<file path="src/rtl/uart_paddle_decoder_if.sv">
// UART byte stream into the decoder and the acknowledge stream back to the transmitter.
// The slave side is the decoder; the master side drives received bytes and tx_ready.
interface uart_paddle_decoder_if;
  logic [7:0] rx_data;
  logic       rx_valid;
  logic       tx_ready;
  logic [7:0] tx_data;
  logic       tx_valid;

  modport master (output rx_data, rx_valid, tx_ready, input tx_data, tx_valid);
  modport slave  (input rx_data, rx_valid, tx_ready, output tx_data, tx_valid);
endinterface

</file>
<file path="src/rtl/uart_paddle_decoder.sv">
// Decodes UART command bytes into paddle levels and a start pulse, with per-paddle hold timeout.
// One-cycle registered latency; the ack register is overwritten by newer bytes, so rx is never stalled.
module uart_paddle_decoder #(
  parameter logic [31:0] HOLD_CYCLES = 32'd5_000_000
) (
  input  logic                        clk,
  input  logic                        reset,
  uart_paddle_decoder_if.slave        uart,
  output logic                        bbl,
  output logic                        bbr,
  output logic                        tbl,
  output logic                        tbr,
  output logic                        start_ball,
  output logic [7:0]                  err_count
);

  localparam logic [7:0] CMD_BOT_STOP  = 8'h74;
  localparam logic [7:0] CMD_BOT_LEFT  = 8'h62;
  localparam logic [7:0] CMD_BOT_RIGHT = 8'h65;
  localparam logic [7:0] CMD_TOP_STOP  = 8'h6C;
  localparam logic [7:0] CMD_TOP_LEFT  = 8'h6B;
  localparam logic [7:0] CMD_TOP_RIGHT = 8'h6D;
  localparam logic [7:0] CMD_START     = 8'h73;
  localparam logic [7:0] ACK_UNKNOWN   = 8'h3F;

  // Index 0 is the bottom paddle, index 1 the top paddle.
  logic [1:0]       stop_cmd;
  logic [1:0]       left_cmd;
  logic [1:0]       right_cmd;
  logic             start_cmd;
  logic             bad_cmd;
  logic [1:0]       lft;
  logic [1:0]       rgt;
  logic [1:0][31:0] hold_cnt;

  always_comb begin
    stop_cmd  = '0;
    left_cmd  = '0;
    right_cmd = '0;
    start_cmd = 1'b0;
    bad_cmd   = 1'b0;
    if (uart.rx_valid) begin
      case (uart.rx_data)
        CMD_BOT_STOP:  stop_cmd[0]  = 1'b1;
        CMD_BOT_LEFT:  left_cmd[0]  = 1'b1;
        CMD_BOT_RIGHT: right_cmd[0] = 1'b1;
        CMD_TOP_STOP:  stop_cmd[1]  = 1'b1;
        CMD_TOP_LEFT:  left_cmd[1]  = 1'b1;
        CMD_TOP_RIGHT: right_cmd[1] = 1'b1;
        CMD_START:     start_cmd    = 1'b1;
        default:       bad_cmd      = 1'b1;
      endcase
    end
  end

  // A command always beats expiry, so a refresh on the last hold cycle keeps the paddle moving.
  always_ff @(posedge clk or posedge reset) begin
    if (reset) begin
      lft      <= '0;
      rgt      <= '0;
      hold_cnt <= '0;
    end else begin
      for (int p = 0; p < 2; p++) begin
        if (stop_cmd[p]) begin
          lft[p]      <= 1'b0;
          rgt[p]      <= 1'b0;
          hold_cnt[p] <= '0;
        end else if (left_cmd[p]) begin
          lft[p]      <= 1'b1;
          rgt[p]      <= 1'b0;
          hold_cnt[p] <= HOLD_CYCLES;
        end else if (right_cmd[p]) begin
          lft[p]      <= 1'b0;
          rgt[p]      <= 1'b1;
          hold_cnt[p] <= HOLD_CYCLES;
        end else if (hold_cnt[p] != 32'd0) begin
          hold_cnt[p] <= hold_cnt[p] - 32'd1;
          if (hold_cnt[p] == 32'd1) begin
            lft[p] <= 1'b0;
            rgt[p] <= 1'b0;
          end
        end
      end
    end
  end

  assign bbl = lft[0];
  assign bbr = rgt[0];
  assign tbl = lft[1];
  assign tbr = rgt[1];

  always_ff @(posedge clk or posedge reset) begin
    if (reset) begin
      uart.tx_data  <= 8'h00;
      uart.tx_valid <= 1'b0;
      start_ball    <= 1'b0;
      err_count     <= 8'h00;
    end else begin
      start_ball <= start_cmd;
      if (uart.rx_valid) begin
        uart.tx_valid <= 1'b1;
        uart.tx_data  <= bad_cmd ? ACK_UNKNOWN : uart.rx_data;
      end else if (uart.tx_valid && uart.tx_ready) begin
        uart.tx_valid <= 1'b0;
      end
      if (bad_cmd && err_count != 8'hFF) begin
        err_count <= err_count + 8'd1;
      end
    end
  end

endmodule
</file>
<file path="src/flat_wrapper.sv">
// flat-port wrapper written by rule: the top's interface ports become plain ports
module uart_paddle_decoder_flat 
#(
  parameter logic [31:0] HOLD_CYCLES = 32'd5_000_000
)
  (clk, reset, bbl, bbr, tbl, tbr, start_ball, err_count, uart_rx_data, uart_rx_valid, uart_tx_ready, uart_tx_data, uart_tx_valid);
  uart_paddle_decoder_if uart_i ();
  input  logic clk;
  input  logic reset;
  output logic bbl;
  output logic bbr;
  output logic tbl;
  output logic tbr;
  output logic start_ball;
  output logic [7:0] err_count;
  input wire logic [$bits(uart_i.rx_data)-1:0] uart_rx_data;
  input wire logic [$bits(uart_i.rx_valid)-1:0] uart_rx_valid;
  input wire logic [$bits(uart_i.tx_ready)-1:0] uart_tx_ready;
  output wire logic [$bits(uart_i.tx_data)-1:0] uart_tx_data;
  output wire logic [$bits(uart_i.tx_valid)-1:0] uart_tx_valid;
  assign uart_i.rx_data = uart_rx_data;
  assign uart_i.rx_valid = uart_rx_valid;
  assign uart_i.tx_ready = uart_tx_ready;
  assign uart_tx_data = uart_i.tx_data;
  assign uart_tx_valid = uart_i.tx_valid;
  uart_paddle_decoder #(.HOLD_CYCLES(HOLD_CYCLES)) u_core (.clk(clk), .reset(reset), .uart(uart_i), .bbl(bbl), .bbr(bbr), .tbl(tbl), .tbr(tbr), .start_ball(start_ball), .err_count(err_count));
endmodule
</file>
<file path="config.mk">
export PLATFORM = sky130hd
export DESIGN_NAME = uart_paddle_decoder_flat
export DESIGN_NICKNAME = d
export VERILOG_FILES = /design/src/rtl/uart_paddle_decoder_if.sv /design/src/rtl/uart_paddle_decoder.sv /design/src/flat_wrapper.sv
export SDC_FILE = /design/constraint.sdc
export NUM_CORES = 1
export LEC_CHECK = 0
export ABC_AREA = 1
export BUFFER_PORTS_ARGS = -buffer_cell sky130_fd_sc_hd__buf_4
export CORE_MARGIN = 5
export CORE_UTILIZATION = 30
export DETAILED_ROUTE_END_ITERATION = 10
export HOLD_SLACK_MARGIN = 0.02
export PLACE_DENSITY_LB_ADDON = 0.08
export SLEW_MARGIN = 10
export SYNTH_ARGS = -nofsm -noshare
export SYNTH_HDL_FRONTEND = slang
export SYNTH_SLANG_ARGS = --single-unit
</file>
<file path="constraint.sdc">
create_clock -name clk -period 5.4 [get_ports clk]
set_input_delay 1.08 -clock clk [delete_from_list [all_inputs] [get_ports clk]]
set_output_delay 1.08 -clock clk [all_outputs]
set_load 0.01 [all_outputs]
</file>
Yosys cells after proc, flatten, opt, wreduce, memory -nomap -nowiden
Cells that the tools add are included.

Word-level logic and storage cells: 75. Register bits after elaboration: 86. Output and inout bits: 22. Input port bits: 12.

Muxes and demuxes: 40. Reductions and logical operators: 12. Eq/ne operators: 10. Add/subtract/negate cells: 3.

Operators by type and width (count): 32-bit 2-to-1 mux (8); 32-bit by 1-bit equality test with 1-bit output, second input constant (2); 32-bit nonzero test (2); 32-bit by 1-bit subtractor with 32-bit output, second input constant (2); 8-bit by 7-bit equality test with 1-bit output, second input constant (7); 1-bit 2-to-1 mux (28); 4-bit nonzero test (4); 8-bit by 1-bit adder with 8-bit output, second input constant (1); 8-bit 2-to-1 mux (1); 8-bit inequality test, second input constant (1); 7-bit OR reduction (1); 2-bit 2-to-1 mux (3); 2-bit AND reduction (2); 1-bit logical AND (2); 2-bit nonzero test (1).

Longest topological paths before layout
Word-level depth: 6. Mapped depth: 12. Gate-level depth less buffers: 12.

Worst setup path before layout
Ideal clock, no wire load.

Path kind: input-to-reg. From: input uart_rx_valid. To: register u_core.hold_cnt[58] in the netlist's numbering. Data required time: 5.281 ns. Path buffers: 2. Library setup time: 0.119 ns. Setup slack: 3.154 ns. Arrival: 2.127 ns. Cell stages on the path: 8. Cell sequence: buf_2 -> inv_1 -> nor2_8 -> nor2_4 -> nand2_2 -> buf_6 -> a21oi_1 -> nor2_1.

Cells in the longest elaborated chain, start to end: 4. Elaborated cells between the ends (all ways): 7. Those cells by class: mux: 6; reduce/logical: 1.

Ends and longest elaborated chain: from (decl) (line flat_wrapper.sv:17) `input wire logic [$bits(uart_i.rx_valid)-1:0] uart_rx_valid;`; 2-bit 2-to-1 mux (line uart_paddle_decoder.sv:42) `if (uart.rx_valid) begin`; 32-bit 2-to-1 mux (line uart_paddle_decoder.sv:72) `end else if (right_cmd[p]) begin`; 32-bit 2-to-1 mux (line uart_paddle_decoder.sv:68) `end else if (left_cmd[p]) begin`; 32-bit 2-to-1 mux (line uart_paddle_decoder.sv:64) `if (stop_cmd[p]) begin`; to (signal, indexed assignment) (line uart_paddle_decoder.sv:77) `hold_cnt[p] <= hold_cnt[p] - 32'd1;`; to (decl) (line uart_paddle_decoder.sv:34) `logic [1:0][31:0] hold_cnt;`.

Parallel ways exist; a longest one is shown, timed or not. A chain may end at the register's enable or synchronous reset.

Final worst setup path
From: input uart_rx_data[6]. To: register u_core.hold_cnt[8] in the netlist's numbering.

Cells in the longest elaborated chain, start to end: 6. Elaborated cells between the ends (all ways): 13. Those cells by class: eq/ne: 3; mux: 9; reduce/logical: 1.

Ends and longest elaborated chain: from (decl) (line flat_wrapper.sv:16) `input wire logic [$bits(uart_i.rx_data)-1:0] uart_rx_data;`; 8-bit by 7-bit equality test with 1-bit output (line uart_paddle_decoder.sv:43) `case (uart.rx_data)`; 1-bit 2-to-1 mux (line uart_paddle_decoder.sv:43); 2-bit 2-to-1 mux (line uart_paddle_decoder.sv:42); 32-bit 2-to-1 mux (line uart_paddle_decoder.sv:72); 32-bit 2-to-1 mux (line uart_paddle_decoder.sv:68); 32-bit 2-to-1 mux (line uart_paddle_decoder.sv:64).

Parallel ways exist; a longest one is shown, timed or not.

==> impl_metrics.json <==
{
  "combPwrFrac": 0.228,
  "synth_common_cells": "167 x nand2_1, 159 x nor2_1, 99 x inv_1, 86 x dfrtp_1, 43 x nand3_1",
  "ant_nets": 0,
  "cp_slowest_stage_delay_ns": 0.40,
  "rows": 49,
  "post_cts_buffers": 0,
  "start_util": 0.302,
  "power_density_nw_per_um2": 318,
  "cp.arrival_ns": 2.75,
  "critical_path.startpoint": "uart_rx_data[6]",
  "hold_violations": 0,
  "grt_max_degree": 54,
  "cts_buffer_depth": 2,
  "synth_top_flop_cell": "dfrtp_1",
  "cts_hold_buf": 0,
  "post-route-util": 0.346,
  "stdcell_area_um2": 6160,
  "ys_ff_latch": 86,
  "cp_slowest_cell": "nor2_4",
  "synth-compound-area-share": 0.0786,
  "synth-simple-area-share": 0.401,
  "cts-resized-gates": 0,
  "synth_area_leaders": "dfrtp_1 40%, nand2_1 12%, nor2_1 11%",
  "die_h_um": 144,
  "rrSetupSlack_ns": 3.19,
  "cts_tree": "built",
  "pin_count": 34,
  "syn_inst": 764,
  "synth_xor_area_frac": 0.0294,
  "critPathLaunchType": "input pin",
  "synth_top_area_frac": 0.401,
  "p_sw_uw": 689,
  "place_area_um2": 5880,
  "tightestPinTransition_ns": 0.963,
  "viasPerCell": 4.73,
  "route.detailed.drc": 0,
  "drv_cap": 0,
  "fin_nets": 821,
  "period_minus_slack_ns": 2.54,
  "reg2reg_depth": 11,
  "clock_latency_ns": 0.36,
  "yosysTopAreaCell": "dfrtp_1",
  "root_buffer": "clkbuf_16",
  "die_area_um2": 20700,
  "core_um2": 17800,
  "fmax_ghz": 0.393,
  "grt_pass1_wl_um": 25100,
  "p_leak_uw": 0.00291,
  "reg2reg_to": "u_core.hold_cnt[50]",
  "drt_iter0_drc": 281,
  "dp_hpwl_um": 11300,
  "synth-adder-area-share": 0.0117,
  "h-tree-depth": 3,
  "vias": 4906,
  "area_growth_pct": 14.8,
  "routed_wl_um": 14700,
  "setup_tns_ns": 0,
  "critical_path_class": "input pin to flop",
  "p_sw_frac": 0.352,
  "syn_area_um2": 5370,
  "fp.dieW_um": 144,
  "status": "finished, final reports clean",
  "antenna_found_initial": 0,
  "gr-total-overflow": 0,
  "seqPwrFrac": 0.459,
  "dr.pass1.iters": 5,
  "crit_top_cell": "nand2_2",
  "track_usage": 0.153,
  "cp_max_fo": 16,
  "avgSynthCellArea_um2": 7.02,
  "syn_nets": 781,
  "yosysSeqAreaShare": 0.401,
  "rsz0062_at_grt": "false",
  "port_buffers": 33,
  "holdCritPathClass": "flop to flop",
  "wire_per_inst_um": 14.2,
  "setup_viol": 0,
  "cp.required_ns": 5.61,
  "synth_warnings": 0,
  "gp_congestion": 0.829,
  "path_cells": "buf_4 -> nand2_2 -> nor2_8 -> nand3_1 -> nand2_1 -> nor2_4 -> nand2_2 -> nand2_2 -> a31oi_1",
  "yosysMostFrequentCell": "nand2_1",
  "clock_skew_ns": 0.0131,
  "post-route-period-util": 0.471,
  "synth_top_family_by_area": "simple AND/OR/NAND/NOR gates",
  "async_reset_ff_frac": 1.00,
  "cts_buffers": 9,
  "diodes": 0,
  "intPower_uw": 1270,
  "synth.distinct_cells": 37,
  "clk_pin_slew_ns": 0.07,
  "regToRegStartpoint": "u_core.hold_cnt[32]",
  "synthMuxAreaShare": 0,
  "grt_pass1_vias": 4835,
  "max_slew_margin": 0.357,
  "clkSinkCount": 86,
  "slew_violations": 0,
  "synth_edf_count": 0,
  "vdd.ir_drop.worst_uv": 169,
  "endpoint_kind": "flop",
  "clockPowerShare": 0.313,
  "endpoint": "u_core.hold_cnt[8]",
  "drive_gt1_frac": 0.117
}
worst max-delay path: cells and delay by family:
family,cells,cell delay (ns)
compound gates,1,0.07
buf+inv,1,0.12
simple gates,7,1.47
routing by layer:
layer  wire length (µm)  up-vias  global-route usage
met2               6300       76               0.225
met1               7640     2295               0.223
met3                497       18              0.0266
met5                  0        -                   0
met4                284        0              0.0590
li1                   -     2517                   -
cells by family (layout without fill, tap and decap cells):
group                    after synthesis  in the layout
adder cells (fa/ha/maj)                5              5
buffers and inverters                108            153
AND/OR/NAND/NOR                      471            471
XOR/XNOR                              18             18
flip-flops                            86             86
AO/OA/AOI/OAI                         76             76
metrics by stage:
step / hold slack [ns] / cells / total power [µW] / worst slack [ns]
CTS: 0.486 / 1038 / 1990 / 2.83
global route: 0.511 / 1038 / 2100 / 2.63
finish: 0.475 / 1038 / 1960 / 2.86
global placement: 0.468 / 1022 / 1360 / 2.52
floorplan: 0.456 / 764 / 1190 / 2.10
detailed placement: 0.461 / 1022 / 1360 / 2.48
cell usage in the layout, fill, tap and decap left out, drive strengths merged:
cell	Yosys	final
and2	2	2
inv	102	105
xnor2	4	4
nand4	26	26
a21oi	28	28
o211ai	2	2
dfrtp	86	86
o21a	2	2
clkbuf	2	10
nor3b	1	1
o22ai	1	1
clkinvlp	0	1
xor2	14	14
nor2	180	180
clkinv	1	3
a31oi	10	10
nand3	47	47
ha	5	5
nor3	31	31
nand2	181	181
nor4	2	2
or2	1	1
o21ai	26	26
o21bai	7	7
buf	3	34
cell type report:
cell class | count | area (µm²)
repair buffers | 34 | 255
flip-flops and latches | 86 | 2150
multi-input cells | 570 | 2800
clock buffers | 10 | 229
clock inverters | 6 | 51.3
well taps | 229 | 287
inverters | 103 | 388
fillers | 1933 | 11600
worst min-delay path by stage:
stage,from,to,cells past startpoint
2_1_floorplan,u_core.hold_cnt[13],u_core.hold_cnt[13],1
3_3_place_gp,u_core.uart.tx_data[5],u_core.uart.tx_data[5],1
3_5_place_dp,u_core.uart.tx_data[5],u_core.uart.tx_data[5],1
4_1_cts,u_core.rgt[0],u_core.rgt[0],2
5_1_grt,u_core.uart.tx_data[5],u_core.uart.tx_data[5],1
6_report,u_core.uart.tx_data[5],u_core.uart.tx_data[5],1
registers in the layout, summed over array words and instances (netlist names):
signal / count
u_core.uart.tx_data: 8
u_core.rgt: 2
u_core.start_ball: 1
u_core.lft: 2
u_core.err_count: 8
u_core.hold_cnt: 64
u_core.uart.tx_valid: 1
power groups by stage:
stage | logic [µW] | registers, µW | clock network (µW)
global route | 519 | 920 | 659
CTS | 452 | 899 | 637
floorplan | 305 | 889 | 0
finish | 445 | 899 | 613
global placement | 450 | 907 | 0
detailed placement | 451 | 909 | 0
(Power assumes the default switching activity.)
